File: config.mk
export PLATFORM = sky130hd
export DESIGN_NAME = uart_ram_arbiter
export DESIGN_NICKNAME = d
export VERILOG_FILES = /design/src/rtl/uart_ram_arbiter.sv
export SDC_FILE = /design/constraint.sdc
export NUM_CORES = 1
export LEC_CHECK = 0
export BUFFER_PORTS_ARGS = -buffer_cell sky130_fd_sc_hd__buf_2
export CORE_AREA = 4 4 125 127
export DETAILED_ROUTE_END_ITERATION = 8
export DIE_AREA = 0 0 129 131
export PLACE_DENSITY = 0.87
export SYNTH_ARGS = -nofsm -noshare
export SYNTH_HDL_FRONTEND = slang
export SYNTH_SLANG_ARGS = --single-unit
export TNS_END_PERCENT = 5
File: constraint.sdc
create_clock -name i_wb_clk -period 2.58 [get_ports i_wb_clk]
set_input_delay 0.258 -clock i_wb_clk [delete_from_list [all_inputs] [get_ports i_wb_clk]]
set_output_delay 0.258 -clock i_wb_clk [all_outputs]
set_load 0.1 [all_outputs]
File: src/rtl/uart_ram_arbiter.sv
// Round-robin arbiter sharing one Wishbone RAM port between the CPU and a UART-RX byte writer.
// Received bytes go through a small FIFO and are written one byte per RAM cycle into a ring buffer.
// A local pointer/status register reports the write position and lets firmware flush the ring.
module uart_ram_arbiter #(
    parameter logic [31:0] ADR_LL     = 32'h00C00000,
    parameter logic [31:0] ADR_UL     = 32'h00C10000,
    parameter logic [31:0] PTR_ADR    = 32'h00C20000,
    parameter int unsigned FIFO_DEPTH = 4
) (
    input  logic        i_wb_clk,
    input  logic        i_wb_rst,
    input  logic [31:0] i_cpu_adr,
    input  logic [31:0] i_cpu_dat,
    input  logic [3:0]  i_cpu_sel,
    input  logic        i_cpu_we,
    input  logic        i_cpu_cyc,
    output logic [31:0] o_cpu_rdt,
    output logic        o_cpu_ack,
    input  logic [7:0]  i_rx_dat,
    input  logic        i_rx_valid,
    output logic        o_rx_overflow,
    output logic [31:0] o_ram_adr,
    output logic [31:0] o_ram_dat,
    output logic [3:0]  o_ram_sel,
    output logic        o_ram_we,
    output logic        o_ram_cyc,
    input  logic [31:0] i_ram_rdt,
    input  logic        i_ram_ack
);

    localparam int unsigned AW = $clog2(FIFO_DEPTH);
    localparam int unsigned IW = AW + 1;

    typedef enum logic [1:0] {IDLE, GNT_CPU, GNT_DMA, LOCAL} state_t;
    typedef enum logic {LG_CPU, LG_DMA} grant_t;

    state_t        state;
    grant_t        last_grant;
    logic [31:0]   wr_ptr;
    logic [7:0]    fifo_mem [FIFO_DEPTH];
    logic [IW-1:0] rd_idx;
    logic [IW-1:0] wr_idx;

    logic          fifo_empty;
    logic          fifo_full;
    logic [7:0]    fifo_head;
    logic          cpu_req;
    logic          cpu_local;
    logic          dma_req;
    logic          pop;
    logic          local_wr;
    logic          push;
    logic          drop;
    logic [31:0]   ptr_inc;
    logic [31:0]   ptr_next;

    // Request decode, FIFO status and ring pointer advance
    assign fifo_empty = (rd_idx == wr_idx);
    assign fifo_full  = (rd_idx[AW] != wr_idx[AW]) && (rd_idx[AW-1:0] == wr_idx[AW-1:0]);
    assign fifo_head  = fifo_mem[rd_idx[AW-1:0]];
    assign cpu_req    = i_cpu_cyc;
    assign cpu_local  = i_cpu_cyc && (i_cpu_adr == PTR_ADR);
    assign dma_req    = !fifo_empty;
    assign pop        = (state == GNT_DMA) && i_ram_ack;
    assign local_wr   = (state == LOCAL) && i_cpu_we;
    assign push       = i_rx_valid && (!fifo_full || pop) && !local_wr;
    assign drop       = i_rx_valid && fifo_full && !pop && !local_wr;
    assign ptr_inc    = wr_ptr + 32'd1;
    assign ptr_next   = (ptr_inc == ADR_UL) ? ADR_LL : ptr_inc;

    // CPU ack follows the RAM ack during a CPU grant; local register answers in one cycle
    assign o_cpu_ack = ((state == GNT_CPU) && i_ram_ack) || (state == LOCAL);

    // CPU read data mux: RAM data, local status word, or zero
    always_comb begin
        o_cpu_rdt = '0;
        if (state == GNT_CPU) begin
            o_cpu_rdt = i_ram_rdt;
        end else if (state == LOCAL) begin
            o_cpu_rdt = {o_rx_overflow, wr_ptr[30:0]};
        end
    end

    // FIFO storage, written at the push edge so i_rx_dat need not be held
    always_ff @(posedge i_wb_clk) begin
        if (push) begin
            fifo_mem[wr_idx[AW-1:0]] <= i_rx_dat;
        end
    end

    // Arbiter FSM, FIFO indices, ring pointer and registered RAM bus
    always_ff @(posedge i_wb_clk) begin
        if (i_wb_rst) begin
            state         <= IDLE;
            last_grant    <= LG_DMA;
            wr_ptr        <= ADR_LL;
            rd_idx        <= '0;
            wr_idx        <= '0;
            o_rx_overflow <= 1'b0;
            o_ram_adr     <= '0;
            o_ram_dat     <= '0;
            o_ram_sel     <= '0;
            o_ram_we      <= 1'b0;
            o_ram_cyc     <= 1'b0;
        end else begin
            if (push) begin
                wr_idx <= wr_idx + IW'(1);
            end
            if (pop) begin
                rd_idx <= rd_idx + IW'(1);
            end
            if (drop) begin
                o_rx_overflow <= 1'b1;
            end
            case (state)
                IDLE: begin
                    if (cpu_local) begin
                        state <= LOCAL;
                    end else if (cpu_req && (!dma_req || last_grant == LG_DMA)) begin
                        state     <= GNT_CPU;
                        o_ram_adr <= i_cpu_adr;
                        o_ram_dat <= i_cpu_dat;
                        o_ram_sel <= i_cpu_sel;
                        o_ram_we  <= i_cpu_we;
                        o_ram_cyc <= 1'b1;
                    end else if (dma_req) begin
                        state     <= GNT_DMA;
                        o_ram_adr <= {wr_ptr[31:2], 2'b00};
                        o_ram_dat <= {4{fifo_head}};
                        o_ram_sel <= 4'b0001 << wr_ptr[1:0];
                        o_ram_we  <= 1'b1;
                        o_ram_cyc <= 1'b1;
                    end
                end
                GNT_CPU: begin
                    if (i_ram_ack) begin
                        state      <= IDLE;
                        last_grant <= LG_CPU;
                        o_ram_adr  <= '0;
                        o_ram_dat  <= '0;
                        o_ram_sel  <= '0;
                        o_ram_we   <= 1'b0;
                        o_ram_cyc  <= 1'b0;
                    end
                end
                GNT_DMA: begin
                    if (i_ram_ack) begin
                        state      <= IDLE;
                        last_grant <= LG_DMA;
                        wr_ptr     <= ptr_next;
                        o_ram_adr  <= '0;
                        o_ram_dat  <= '0;
                        o_ram_sel  <= '0;
                        o_ram_we   <= 1'b0;
                        o_ram_cyc  <= 1'b0;
                    end
                end
                LOCAL: begin
                    state <= IDLE;
                    if (i_cpu_we) begin
                        wr_ptr        <= ADR_LL;
                        rd_idx        <= '0;
                        wr_idx        <= '0;
                        o_rx_overflow <= 1'b0;
                    end
                end
                default: state <= IDLE;
            endcase
        end
    end

endmodule

# Word-level counts from Yosys, hierarchy flattened
# Memories as Yosys holds them, arrays and structs flattened. A register that Yosys moved wholly into a read port is not among the register bits.
# Index checks and enable logic that the tools add are counted.
dict set report op_classes {
  addsub 3
  muxes 47
  reduce_logical 26
  n_eq_ne 15
  n_shift 1
}
# cell count
set op_table {}
lappend op_table {{2-to-1 mux 32 bit} 12}
lappend op_table {{case mux 32 bit (2 select lines)} 3}
lappend op_table {{equality test 32 x 24 -> 1 bit (second input constant)} 2}
lappend op_table {{adder 32 x 1 -> 32 bit (second input constant)} 1}
lappend op_table {{2-to-1 mux 3 bit} 6}
lappend op_table {{2-to-1 mux 4 bit} 4}
lappend op_table {{2-to-1 mux 1 bit} 12}
lappend op_table {{logical AND 1 bit} 11}
lappend op_table {{2-to-1 mux 2 bit} 5}
lappend op_table {{!= test 2 bit (second input constant)} 4}
lappend op_table {{case mux 4 bit (2 select lines)} 1}
lappend op_table {{adder 3 x 1 -> 3 bit (second input constant)} 2}
lappend op_table {{case mux 1 bit (2 select lines)} 3}
lappend op_table {{case mux 2 bit (3 select lines)} 1}
lappend op_table {{AND reduction 3 bit} 2}
lappend op_table {{nonzero test 2 bit} 3}
lappend op_table {{equality test 2 bit (second input constant)} 2}
lappend op_table {{!= test 4 bit (second input constant)} 1}
lappend op_table {{AND reduction 4 bit} 1}
lappend op_table {{left shift 1 x 2 -> 4 bit (first input constant)} 1}
lappend op_table {{equality test 3 bit} 1}
lappend op_table {{zero test 1 bit} 3}
lappend op_table {{logical OR 1 bit} 3}
lappend op_table {{!= test 3 bit (second input constant)} 1}
lappend op_table {{other kinds (7)} 7}
dict set report totals {
  ram_bits 32
  n_memories 1
  output_inout_bits 104
  regBits 112
  inputBits 114
}
# memory words width rd rd_clocked_by_memory_dff wr line_no
set memory_table {}
lappend memory_table {fifo_mem 4 8 1 1 1 40} ;# logic [7:0] fifo_mem [FIFO_DEPTH];

# Longest topological paths before layout
# Gate-level depths: netlist of the first run.
dict set report depth {
  depth_word 9
  mapped_depth 12
  ltp_nobuf 10
}

# Worst setup path before layout of the first run
# Ideal clock, no wire load.
dict set report synth_path {
  path_kind {register to output}
  start {register state[0]}
  end {output port o_cpu_rdt[0]}
  path_stages_with_launch 5
  slack_ns -0.934
  t_arrival_ns 3.256
  n_path_buf 1
  required_ns 2.322
  cell_sequence {dfxtp_1 > ha_1 > clkbuf_1 > clkinv_1 > o31ai_1}
}
dict set report synth_between {
  elab_chain_len 3
  elab_cells_between_ends 4
}
# item line_no
set synth_rtl {}
lappend synth_rtl {{start: declaration} 37} ;# state_t state;
lappend synth_rtl {{start signal: assignment} 94} ;# state <= IDLE;
lappend synth_rtl {{start signal: assignment} 118} ;# state <= LOCAL;
lappend synth_rtl {{start signal: assignment} 120} ;# state <= GNT_CPU;
lappend synth_rtl {{equality test 2 bit} 79} ;# end else if (state == LOCAL) begin
lappend synth_rtl {{2-to-1 mux 32 bit} 79}
lappend synth_rtl {{2-to-1 mux 32 bit (*)} 77} ;# if (state == GNT_CPU) begin
lappend synth_rtl {{end: declaration} 17} ;# output logic [31:0] o_cpu_rdt,
# Mark *: on every way between the ends. The rest lies on a longest branch, timed or not.

# Worst setup path after layout of the first run
dict set report layout_path {
  start {register state[0]}
  end {register o_ram_dat[1]}
}
dict set report layout_between {
  elab_chain_len 4
  elab_cells_between_ends 10
}
# item line_no
set layout_rtl {}
lappend layout_rtl {{equality test 2 bit / equality test 2 x 1 -> 1 bit (equally long branches)} 115} ;# case (state)
lappend layout_rtl {{OR reduction 2 bit (no line)} -}
lappend layout_rtl {{!= test 2 x 1 -> 1 bit (no line) / nonzero test 2 bit (equally long branches)} -}
lappend layout_rtl {{AND reduction 4 bit (no line)} -}
lappend layout_rtl {{end signal: assignment} 122} ;# o_ram_dat <= i_cpu_dat;
lappend layout_rtl {{end signal: assignment} 129} ;# o_ram_dat <= {4{fifo_head}};
lappend layout_rtl {{end: declaration} 23} ;# output logic [31:0] o_ram_dat,
# Several ways; a longest one is shown, not always the timed one.
# A chain may end at the register's enable or synchronous reset.

==> results of run 1 <==
## cells by family (layout without fill, tap and decap cells)
logic type / after synthesis / count (layout)
AND/OR/NAND/NOR: 395 / 395
AO/OA/AOI/OAI: 274 / 274
flip-flops: 144 / 144
buffers and inverters: 99 / 314
XOR/XNOR: 18 / 18
adder cells (fa/ha/maj): 13 / 13
multiplexers: 8 / 8
## flip-flops by register name (all words and copies together) (netlist names)
| name | flops |
|---|---|
| rd_idx | 3 |
| wr_idx | 3 |
| o_ram_we | 1 |
| o_ram_adr | 32 |
| o_rx_overflow | 1 |
| o_ram_cyc | 1 |
| o_ram_dat | 32 |
| fifo_mem | 32 |
| last_grant | 1 |
| state | 2 |
| o_ram_sel | 4 |
| wr_ptr | 32 |
## Yosys cell counts, types with 5 or more instances
library cell    n
nand2_1       202
a21oi_1       130
dfxtp_1       112
nor2_1        100
o21ai_0        82
clkbuf_1       57
edfxtp_1       32
buf_2          20
nor3_1         15
nand4_1        14
ha_1           13
inv_1          13
xnor2_1        13
nand3_1        11
a211oi_1       10
and3_1         10
a311oi_1        8
mux4_2          8
nor4_1          8
a22oi_1         7
a31oi_1         7
and2_1          7
o31ai_1         6
or3_1           6
xor2_1          5
## final cells by class
| class | count | area [um^2] |
|---|---|---|
| timing repair buffer | 268 | 2020 |
| fill | 1106 | 4470 |
| inverter | 14 | 52.6 |
| tap | 184 | 230 |
| clock buffer | 17 | 425 |
| multi-input combinational | 708 | 3860 |
| sequential | 144 | 3200 |
| clock inverter | 15 | 171 |
## worst max-delay path by stage
stage / endpoint / depth (start not counted) / startpoint
finish: o_ram_dat[1] / 11 / state[0]
global route: wr_ptr[16] / 8 / wr_ptr[0]
global placement: wr_ptr[16] / 9 / wr_ptr[9]
floorplan: o_cpu_rdt[29] / 5 / state[0]
detailed placement: wr_ptr[16] / 9 / wr_ptr[9]
CTS: wr_ptr[16] / 9 / wr_ptr[9]
## power breakdown
part	switching, mW	leakage [nW]	total (mW)	internal (mW)
clock network	1.05	0.286	2.51	1.45
logic	5.17	2.56	6.72	1.55
registers	0.204	1.21	2.89	2.69
## routing by layer
layer | track usage [%] | vias to the layer above | share of wire (%)
li1 | - | 3722 | -
met1 | 35.0 | 3643 | 38
met2 | 45.7 | 471 | 48
met3 | 8.13 | 95 | 9.8
met4 | 14.6 | 0 | 3.9
met5 | 0 | - | 0
## through the flow
| stage | worst slack (ns) | area [um^2] | hold WS, ns |
|---|---|---|---|
| global placement | 0.185 | 9340 | 0.435 |
| finish | 0.163 | 9960 | 0.0358 |
| global route | 0.00770 | 9960 | 0.0306 |
| CTS | 0.107 | 9940 | 0.0288 |
| detailed placement | 0.136 | 9340 | 0.442 |
| floorplan | -0.116 | 7440 | 0.357 |
## timing repair
action | 4_1_cts | 5_1_grt
gates resized for setup | 0 | 4
buffers inserted | 0 | 1
hold endpoints to repair | 0 | 0
endpoints found under the setup margin | 0 | 7
==> out/qor.txt, run 1 <==
status = complete, no violations
hold path start = i_rx_dat[5]
nets = 1280
RSZ-0062 raised after global routing = false
HP Class = in -> reg
dpl hpwl = 17400 um
Synth area leaders = dfxtp_1, edfxtp_1, nand2_1, a21oi_1, o21ai_0
Worst R2R Path Depth = 11
syn nets = 1078
number of global-route vias before repair = 7602
syn_area_per_cell = 7.80 um^2
effective utilization at floorplan = 51.4%
post-synthesis mux area share = 2.43%
largest family of logic cells by synthesized area = simple AND/OR/NAND/NOR gates
Most used DFF post-synth = dfxtp_1
Critical Path Slowest Stage Cell = or4b_1
WHS Path Cells = 1
fin crit share = 93.7%
fin cells = 1350
most common cell after layout, fill and taps aside = nand2_1
mapped cell area = 0.00742 mm^2
Post-synth EDFFs = 32
Yosys warning total = 0
Cell Pwr Density = 1220 mW/mm^2
placed insts = 1317
Compound-Gate Fraction of Synth Area = 20.7%
total power = 12.1 mW
unique cell type count in the Yosys netlist = 60
Routability Congestion = 0.935
n_diodes = 0
initial antenna violation count = 0
setup TNS = 0 ns
Worst Tran Pin Value = 0.601 ns
R2R Setup Slk = 0.16 ns
H-tree depth = 4
first-pass GRT wire length = 38000 um
critical path startpoint category = flop
final slew viol count = 0
r2r endpoint = o_ram_dat[1]
Via Count = 7931
die height = 131 um
Worst setup EP type = flop
Crit Path Category = reg -> reg
Core Region = 0.0144 mm^2
die area = 0.0169 mm^2
Clock Skews = 0.00905 ns
Max clock buf depth = 2
commonest cells after routing, fill and taps aside = nand2_1, buf_2, a21oi_1
top cell type's share of synthesized area = 30.2%
vias per inst = 5.87
CTS Hold Buffers Added = 0
Syn-to-layout area delta = 34.2%
Post-Synth Adder-Cell Area = 2.19%
async set-reset flop share out of synthesis = 0%
simple-gate portion of the synthesized area = 23.8%
Crit path max-delay family = simple AND/OR/NAND/NOR gates
leakage dissipation = 4.05 nW
Final Hold Fails = 0
cts bufs inserted = 17
Max IR drop VDD = 0.000965 V
largest net degree at the start of global routing = 70
antenna viol nets, final = 0
layout cells sized above 1 = 28.1%
Initial DRC Count = 791
final WL = 24300 um
hold-critical path endpoint = fifo_mem[1][5]
CTS tree = yes
CTS Root Cell = clkbuf_16
GRT Total Usage = 28.5%
xor-xnor portion of the synthesized cell area = 2.13%
GRT overflow = 0
Port Buffers = 217
1st-pass router iterations = 6
Final Core Density = 69.0%
worst-path maximum fanout = 32
worst path cell trace = inv_1 -> ha_1 -> nand2_1 -> nor3_1 -> nand4_1 -> nor3_1 -> or4b_1 -> buf_12 -> nor2_1 -> o21ai_0 -> a21oi_1
fin crit period = 2.42 ns
die width = 129 um
Slew Limit Headroom = 59.5%
Seq cells post-synth = 144
reg2reg start = state[0]
sequential area share after synthesis = 43.2%
CTS clock-pin slew for the worst setup and hold paths = 0.06 ns
Sink Count = 144
Remaining DRCs = 0
# IOs = 218
WP data required = 2.94 ns
most frequent cell on the critical path = nor3_1
Yosys top cell by area = dfxtp_1
Crit path largest cell delay = 0.54 ns
cells after synthesis = 951
wire per inst = 18.0 um
Max Cap Viol = 0
# rows = 44
clk_lat worst skew = 0.43 ns
worst path bufs/invs = 2
Peak Freq = 414 MHz
Final setup viols = 0
Critical Path AT = 2.77 ns
No activity file was read; power rests on OpenSTA's default activity.
==> run 2, diff against run 1 <==
--- a/config.mk
+++ b/config.mk
@@ -6,10 +6,11 @@
 export NUM_CORES = 1
 export LEC_CHECK = 0
 export BUFFER_PORTS_ARGS = -buffer_cell sky130_fd_sc_hd__buf_2
-export CORE_AREA = 4 4 125 127
+export CORE_AREA = 4 4 137 139
+export CTS_BUF_LIST = sky130_fd_sc_hd__clkbuf_16
 export DETAILED_ROUTE_END_ITERATION = 8
-export DIE_AREA = 0 0 129 131
-export PLACE_DENSITY = 0.87
+export DIE_AREA = 0 0 141 143
+export PLACE_DENSITY = 0.75
 export SYNTH_ARGS = -nofsm -noshare
 export SYNTH_HDL_FRONTEND = slang
 export SYNTH_SLANG_ARGS = --single-unit
==> constraint.sdc (replaced) <==
create_clock -name i_wb_clk -period 2.81 [get_ports i_wb_clk]
set_input_delay 0.281 -clock i_wb_clk [delete_from_list [all_inputs] [get_ports i_wb_clk]]
set_output_delay 0.281 -clock i_wb_clk [all_outputs]
set_load 0.1 [all_outputs]
==> out/qor.txt, run 2 (synthesized netlist as in run 1, its figures left out) <==
CTS clock-pin slew for the worst setup and hold paths = 0.07 ns (about the same)
setup TNS = 0 ns (unchanged)
layout cells sized above 1 = 27.0% (-1.1 points)
Critical Path AT = 2.83 ns (+0.06 ns)
fin crit share = 89.3% (-4.4 points)
status = complete, no violations
largest net degree at the start of global routing = 66 (-5.7%)
critical path startpoint category = flop
Worst Tran Pin Value = 0.713 ns (+0.111 ns)
RSZ-0062 raised after global routing = false
die area = 0.0202 mm^2 (+19%)
Min Hold Slack = 0.0597 ns (+0.0239 ns)
final WL = 24000 um (-1.1%)
n_diodes = 0 (unchanged)
GRT overflow = 0 (unchanged)
1st-pass router iterations = 6 (unchanged)
CTS Hold Buffers Added = 0 (unchanged)
Sink Count = 144 (unchanged)
wire per inst = 17.3 um (-3.6%)
initial antenna violation count = 0 (unchanged)
Final Core Density = 53.6% (-15 points)
area of the multi-input gates = 0.00382 mm^2 (-0.81%)
Syn-to-layout area delta = 27.6%
CTS tree = yes
Remaining DRCs = 0 (unchanged)
Cell Pwr Density = 1130 mW/mm^2 (-7.1%)
first-pass GRT wire length = 37700 um (-0.76%)
Max IR drop VDD = 0.000687 V (-29%)
clk_lat worst skew = 0.43 ns (about the same)
Worst setup EP type = flop
cts bufs inserted = 17 (unchanged)
Initial DRC Count = 647 (-18%)
Slew Limit Headroom = 52.5% (-7.0 points)
Via Count = 7708 (-2.8%)
final slew viol count = 0 (unchanged)
antenna viol nets, final = 0 (unchanged)
commonest cells after routing, fill and taps aside = buf_2, nand2_1, a21oi_1
HP Class = in -> reg
Routability Congestion = 0.866 (-7.4%)
fin crit period = 2.51 ns (+0.0930 ns)
Final setup viols = 0 (unchanged)
die height = 143 um (+9.2%)
effective utilization at floorplan = 42.0% (-9.4 points)
Peak Freq = 398 MHz (-3.7%)
Clock Skews = 0.0115 ns (+0.00242 ns)
# rows = 49 (+11%)
dpl hpwl = 17300 um (-0.20%)
GRT Total Usage = 23.5% (-4.9 points)
leakage dissipation = 3.88 nW (-4.3%)
total power = 10.7 mW (-12%)
H-tree depth = 4 (unchanged)
Critical Path Slowest Stage Cell = dfxtp_1
Port Buffers = 217 (unchanged)
fill count = 1662 (+50%)
vias per inst = 5.57 (-5.3%)
number of global-route vias before repair = 7261 (-4.5%)
worst-path maximum fanout = 9 (-72%)
Final Hold Fails = 0 (unchanged)
die width = 141 um (+9.3%)
nets = 1270 (-0.78%)
WP data required = 3.13 ns (+0.19 ns)
# IOs = 218 (unchanged)
Max Cap Viol = 0 (unchanged)
CTS Root Cell = clkbuf_16
Crit Path Category = reg -> reg
most common cell after layout, fill and taps aside = buf_2
Max clock buf depth = 2 (unchanged)
Reg area = 0.00320 mm^2 (about the same)
worst path cell trace = ha_1 -> nand3_2 -> nor4_4 -> buf_4 -> and3_1 -> o2111ai_1 -> nor4_1 -> a31o_1 -> o21bai_1 -> nand2_1
Crit path largest cell delay = 0.49 ns (-0.05 ns)
Core Region = 0.0177 mm^2 (+22%)
==> run 2: cell count changes in the layout (fill, tap and decap cells not counted), sizes merged <==
cell,previous run,this run
clkinv,3,4
inv,21,22
buf,268,258
bufinv,2,1
clkinvlp,3,2
==> run 2: power by group <==
group | internal [mW] | switching, mW | leakage, nW
Combinational | 1.10 | 4.67 | 2.39
Sequential | 2.47 | 0.186 | 1.20
Clock | 1.27 | 1.01 | 0.288
Total | 4.84 | 5.86 | 3.88
==> run 2: worst paths after layout <==
check | from | to | slack, ns | depth (start not counted)
worst max register to register | wr_ptr[1] | wr_ptr[16] | 0.30 | 10
worst min-delay path | i_rx_dat[3] | fifo_mem[3][3] | 0.06 | 1
worst min register to register | o_ram_dat[17] | o_ram_dat[17] | 0.45 | 2
worst max-delay path | wr_ptr[1] | wr_ptr[16] | 0.30 | 10
==> run 2: layout make-up <==
| class | instances | share of cell area (%) |
|---|---|---|
| clock buffer | 17 | 4.49 |
| sequential | 144 | 33.8 |
| timing repair buffer | 258 | 15.9 |
| inverter | 14 | 0.555 |
| tap | 229 | 3.03 |
| clock inverter | 15 | 1.74 |
| multi-input combinational | 708 | 40.4 |
==> run 2: layer usage <==
metal	wire length (um)	vias to the layer above	track usage (%)
met5	0	-	0
met4	918	0	10.4
met3	1920	67	5.49
met2	11300	327	38.4
met1	9860	3606	30.0
li1	-	3708	-
==> run 2: repair_timing <==
item	CTS	global route
gates resized for setup	0	1
hold endpoints to repair	0	0
buffers inserted	0	4
endpoints found under the setup margin	0	3
==> run 2: metrics by stage <==
stage	setup WS [ns]	cell area [um^2]	cells
after global placement	0.268	8840	1349
final	0.300	9470	1385
after global routing	0.0998	9470	1385
after CTS	0.211	9430	1381
after floorplan	-0.727	7420	951
after detailed placement	0.213	8840	1349
==> run 2: worst max-delay path, delay by kind of cell, from the launching register on <==
| family | cells | cell delay (ns) |
|---|---|---|
| simple gates | 5 | 0.93 |
| flops | 1 | 0.49 |
| compound gates | 3 | 0.42 |
| fa+ha+maj | 1 | 0.35 |
| buf+inv | 1 | 0.21 |
==> run 3, diff against run 2 <==
--- a/config.mk
+++ b/config.mk
@@ -6,11 +6,13 @@
 export NUM_CORES = 1
 export LEC_CHECK = 0
 export BUFFER_PORTS_ARGS = -buffer_cell sky130_fd_sc_hd__buf_2
-export CORE_AREA = 4 4 137 139
+export CORE_AREA = 4 4 121 123
 export CTS_BUF_LIST = sky130_fd_sc_hd__clkbuf_16
 export DETAILED_ROUTE_END_ITERATION = 8
-export DIE_AREA = 0 0 141 143
-export PLACE_DENSITY = 0.75
+export DIE_AREA = 0 0 125 127
+export GPL_TIMING_DRIVEN = 0
+export PLACE_DENSITY = 0.92
+export REMOVE_ABC_BUFFERS = 1
 export SYNTH_ARGS = -nofsm -noshare
 export SYNTH_HDL_FRONTEND = slang
 export SYNTH_SLANG_ARGS = --single-unit
==> out/qor.txt, run 3 (synthesized netlist as in run 1, its figures left out) <==
total power = 10.7 mW (-0.16%)
clk_lat worst skew = 0.43 ns (about the same)
final WL = 22700 um (-5.6%)
initial antenna violation count = 0 (unchanged)
commonest cells after routing, fill and taps aside = buf_2, nand2_1, a21oi_1
Worst setup EP type = primary output
dpl hpwl = 15300 um (-12%)
Cell Pwr Density = 1160 mW/mm^2 (+2.2%)
Max IR drop VDD = 0.00127 V (+86%)
GRT overflow = 0 (unchanged)
Worst Tran Pin Value = 0.930 ns (+0.217 ns)
# IOs = 218 (unchanged)
H-tree depth = 4 (unchanged)
die area = 0.0159 mm^2 (-21%)
HP Class = in -> reg
first-pass GRT wire length = 36500 um (-3.4%)
layout cells sized above 1 = 26.3% (-0.70 points)
die height = 127 um (-11%)
Clock Skews = 0.00775 ns (-0.00373 ns)
Syn-to-layout area delta = 24.7%
worst path cell trace = ha_4 -> clkinv_2 -> o31ai_1 -> buf_2
Via Count = 7714 (+0.078%)
CTS tree = yes
Core Region = 0.0137 mm^2 (-23%)
leakage dissipation = 3.73 nW (-3.9%)
worst-path maximum fanout = 36 (+27)
final slew viol count = 0 (unchanged)
Crit path largest cell delay = 0.49 ns (about the same)
most common cell after layout, fill and taps aside = buf_2
Remaining DRCs = 0 (unchanged)
die width = 125 um (-11%)
Port Buffers = 217 (unchanged)
antenna viol nets, final = 0 (unchanged)
Peak Freq = 366 MHz (-8.2%)
nets = 1240 (-2.4%)
setup TNS = 0 ns (unchanged)
fill count = 1117 (-33%)
Max Cap Viol = 0 (unchanged)
Slew Limit Headroom = 38.0% (-15 points)
WP data required = 2.53 ns (-0.60 ns)
wire per inst = 17.4 um (+0.16%)
n_diodes = 0 (unchanged)
largest net degree at the start of global routing = 75 (+14%)
fin crit share = 97.4% (+8.0 points)
placed standard-cell area = 0.00856 mm^2 (-3.2%)
number of global-route vias before repair = 7412 (+2.1%)
vias per inst = 5.91 (+6.1%)
cts bufs inserted = 17 (unchanged)
# rows = 43 (-12%)
Max clock buf depth = 2 (unchanged)
pre-CTS setup slack = -1.25 ns (-1.46 ns)
CTS Root Cell = clkbuf_16
Routability Congestion = 0.903 (+4.3%)
RSZ-0062 raised after global routing = true
Initial DRC Count = 730 (+13%)
GRT Total Usage = 28.2% (+4.6 points)
Final Core Density = 67.7% (+14 points)
Critical Path Slowest Stage Cell = ha_4
Critical Path AT = 2.45 ns (-0.38 ns)
Sink Count = 144 (unchanged)
Post-Layout Inst Area = 0.00925 mm^2 (-2.3%)
critical path startpoint category = flop
fin worst setup slack = 0.0740 ns (-0.225 ns)
Final setup viols = 0 (unchanged)
effective utilization at floorplan = 54.3% (+12 points)
CTS clock-pin slew for the worst setup and hold paths = 0.06 ns (about the same)
Crit Path Category = reg -> out
1st-pass router iterations = 5 (-1)
Final Hold Fails = 0 (unchanged)
status = complete, no violations
fin crit period = 2.74 ns (+0.225 ns)
==> run 3: cell types whose count changed in the layout (fill, tap and decap cells not counted), sizes merged <==
cell | previous run | this run
buf | 258 | 225
inv | 22 | 18
bufinv | 1 | 2
clkinvlp | 2 | 5
clkbuf | 17 | 20
==> run 3: path summary, 6_finish.rpt <==
| path | startpoint | end | slack [ns] | cells after the start |
|---|---|---|---|---|
| worst max register to register | rd_idx[1] | o_ram_dat[31] | 0.10 | 9 |
| worst min-delay path | i_rx_dat[1] | fifo_mem[0][1] | 0.07 | 1 |
| worst min register to register | o_ram_dat[16] | o_ram_dat[16] | 0.45 | 2 |
| worst max-delay path | state[0] | o_cpu_rdt[1] | 0.07 | 4 |
==> run 3: area by class of cell <==
class,count,area [um^2],share of cell area (%)
Clock inverter,15,159,1.72
Timing Repair Buffer,228,1300,14.0
Tap cell,180,225,2.44
Clock buffer,17,425,4.60
Multi-Input combinational cell,708,3870,41.9
Sequential cell,144,3210,34.7
Inverter,14,53.8,0.582
==> run 3: repair_timing <==
action,in CTS,in global routing
hold buffers,0,0
setup endpoints to repair,130,34
pin swaps,0,1
resized for setup,10,12
setup buffers,0,5
==> run 3: worst max-delay path, delay by kind of cell, from the launching register on <==
kind	cells	cell delay, ns
AOI/OAI and AO/OA	1	0.31
DFF	1	0.41
adders and majority gates	1	0.49
buffers and inverters	2	0.82
==> run 3: metal layers <==
layer  global-route usage (%)  routed length, um  vias up
li1                         -                  -     3642
met1                     35.4               8960     3582
met2                     46.7              10800      417
met3                     6.73               2140       73
met4                     12.1                782        0
met5                        0                  0        -
==> run 3: where the power goes <==
| group | internal [mW] | total, mW | switching [mW] |
|---|---|---|---|
| registers | 2.47 | 2.68 | 0.207 |
| clock network | 1.31 | 2.24 | 0.926 |
| logic | 1.08 | 5.76 | 4.68 |
| total | 4.87 | 10.7 | 5.82 |
==> run 3: through the flow <==
step	hold WS [ns]	cells
after floorplan	0.350	866
after global placement	0.435	1263
after detailed placement	0.442	1269
after CTS	0.0558	1301
after global routing	0.0617	1306
final	0.0714	1306
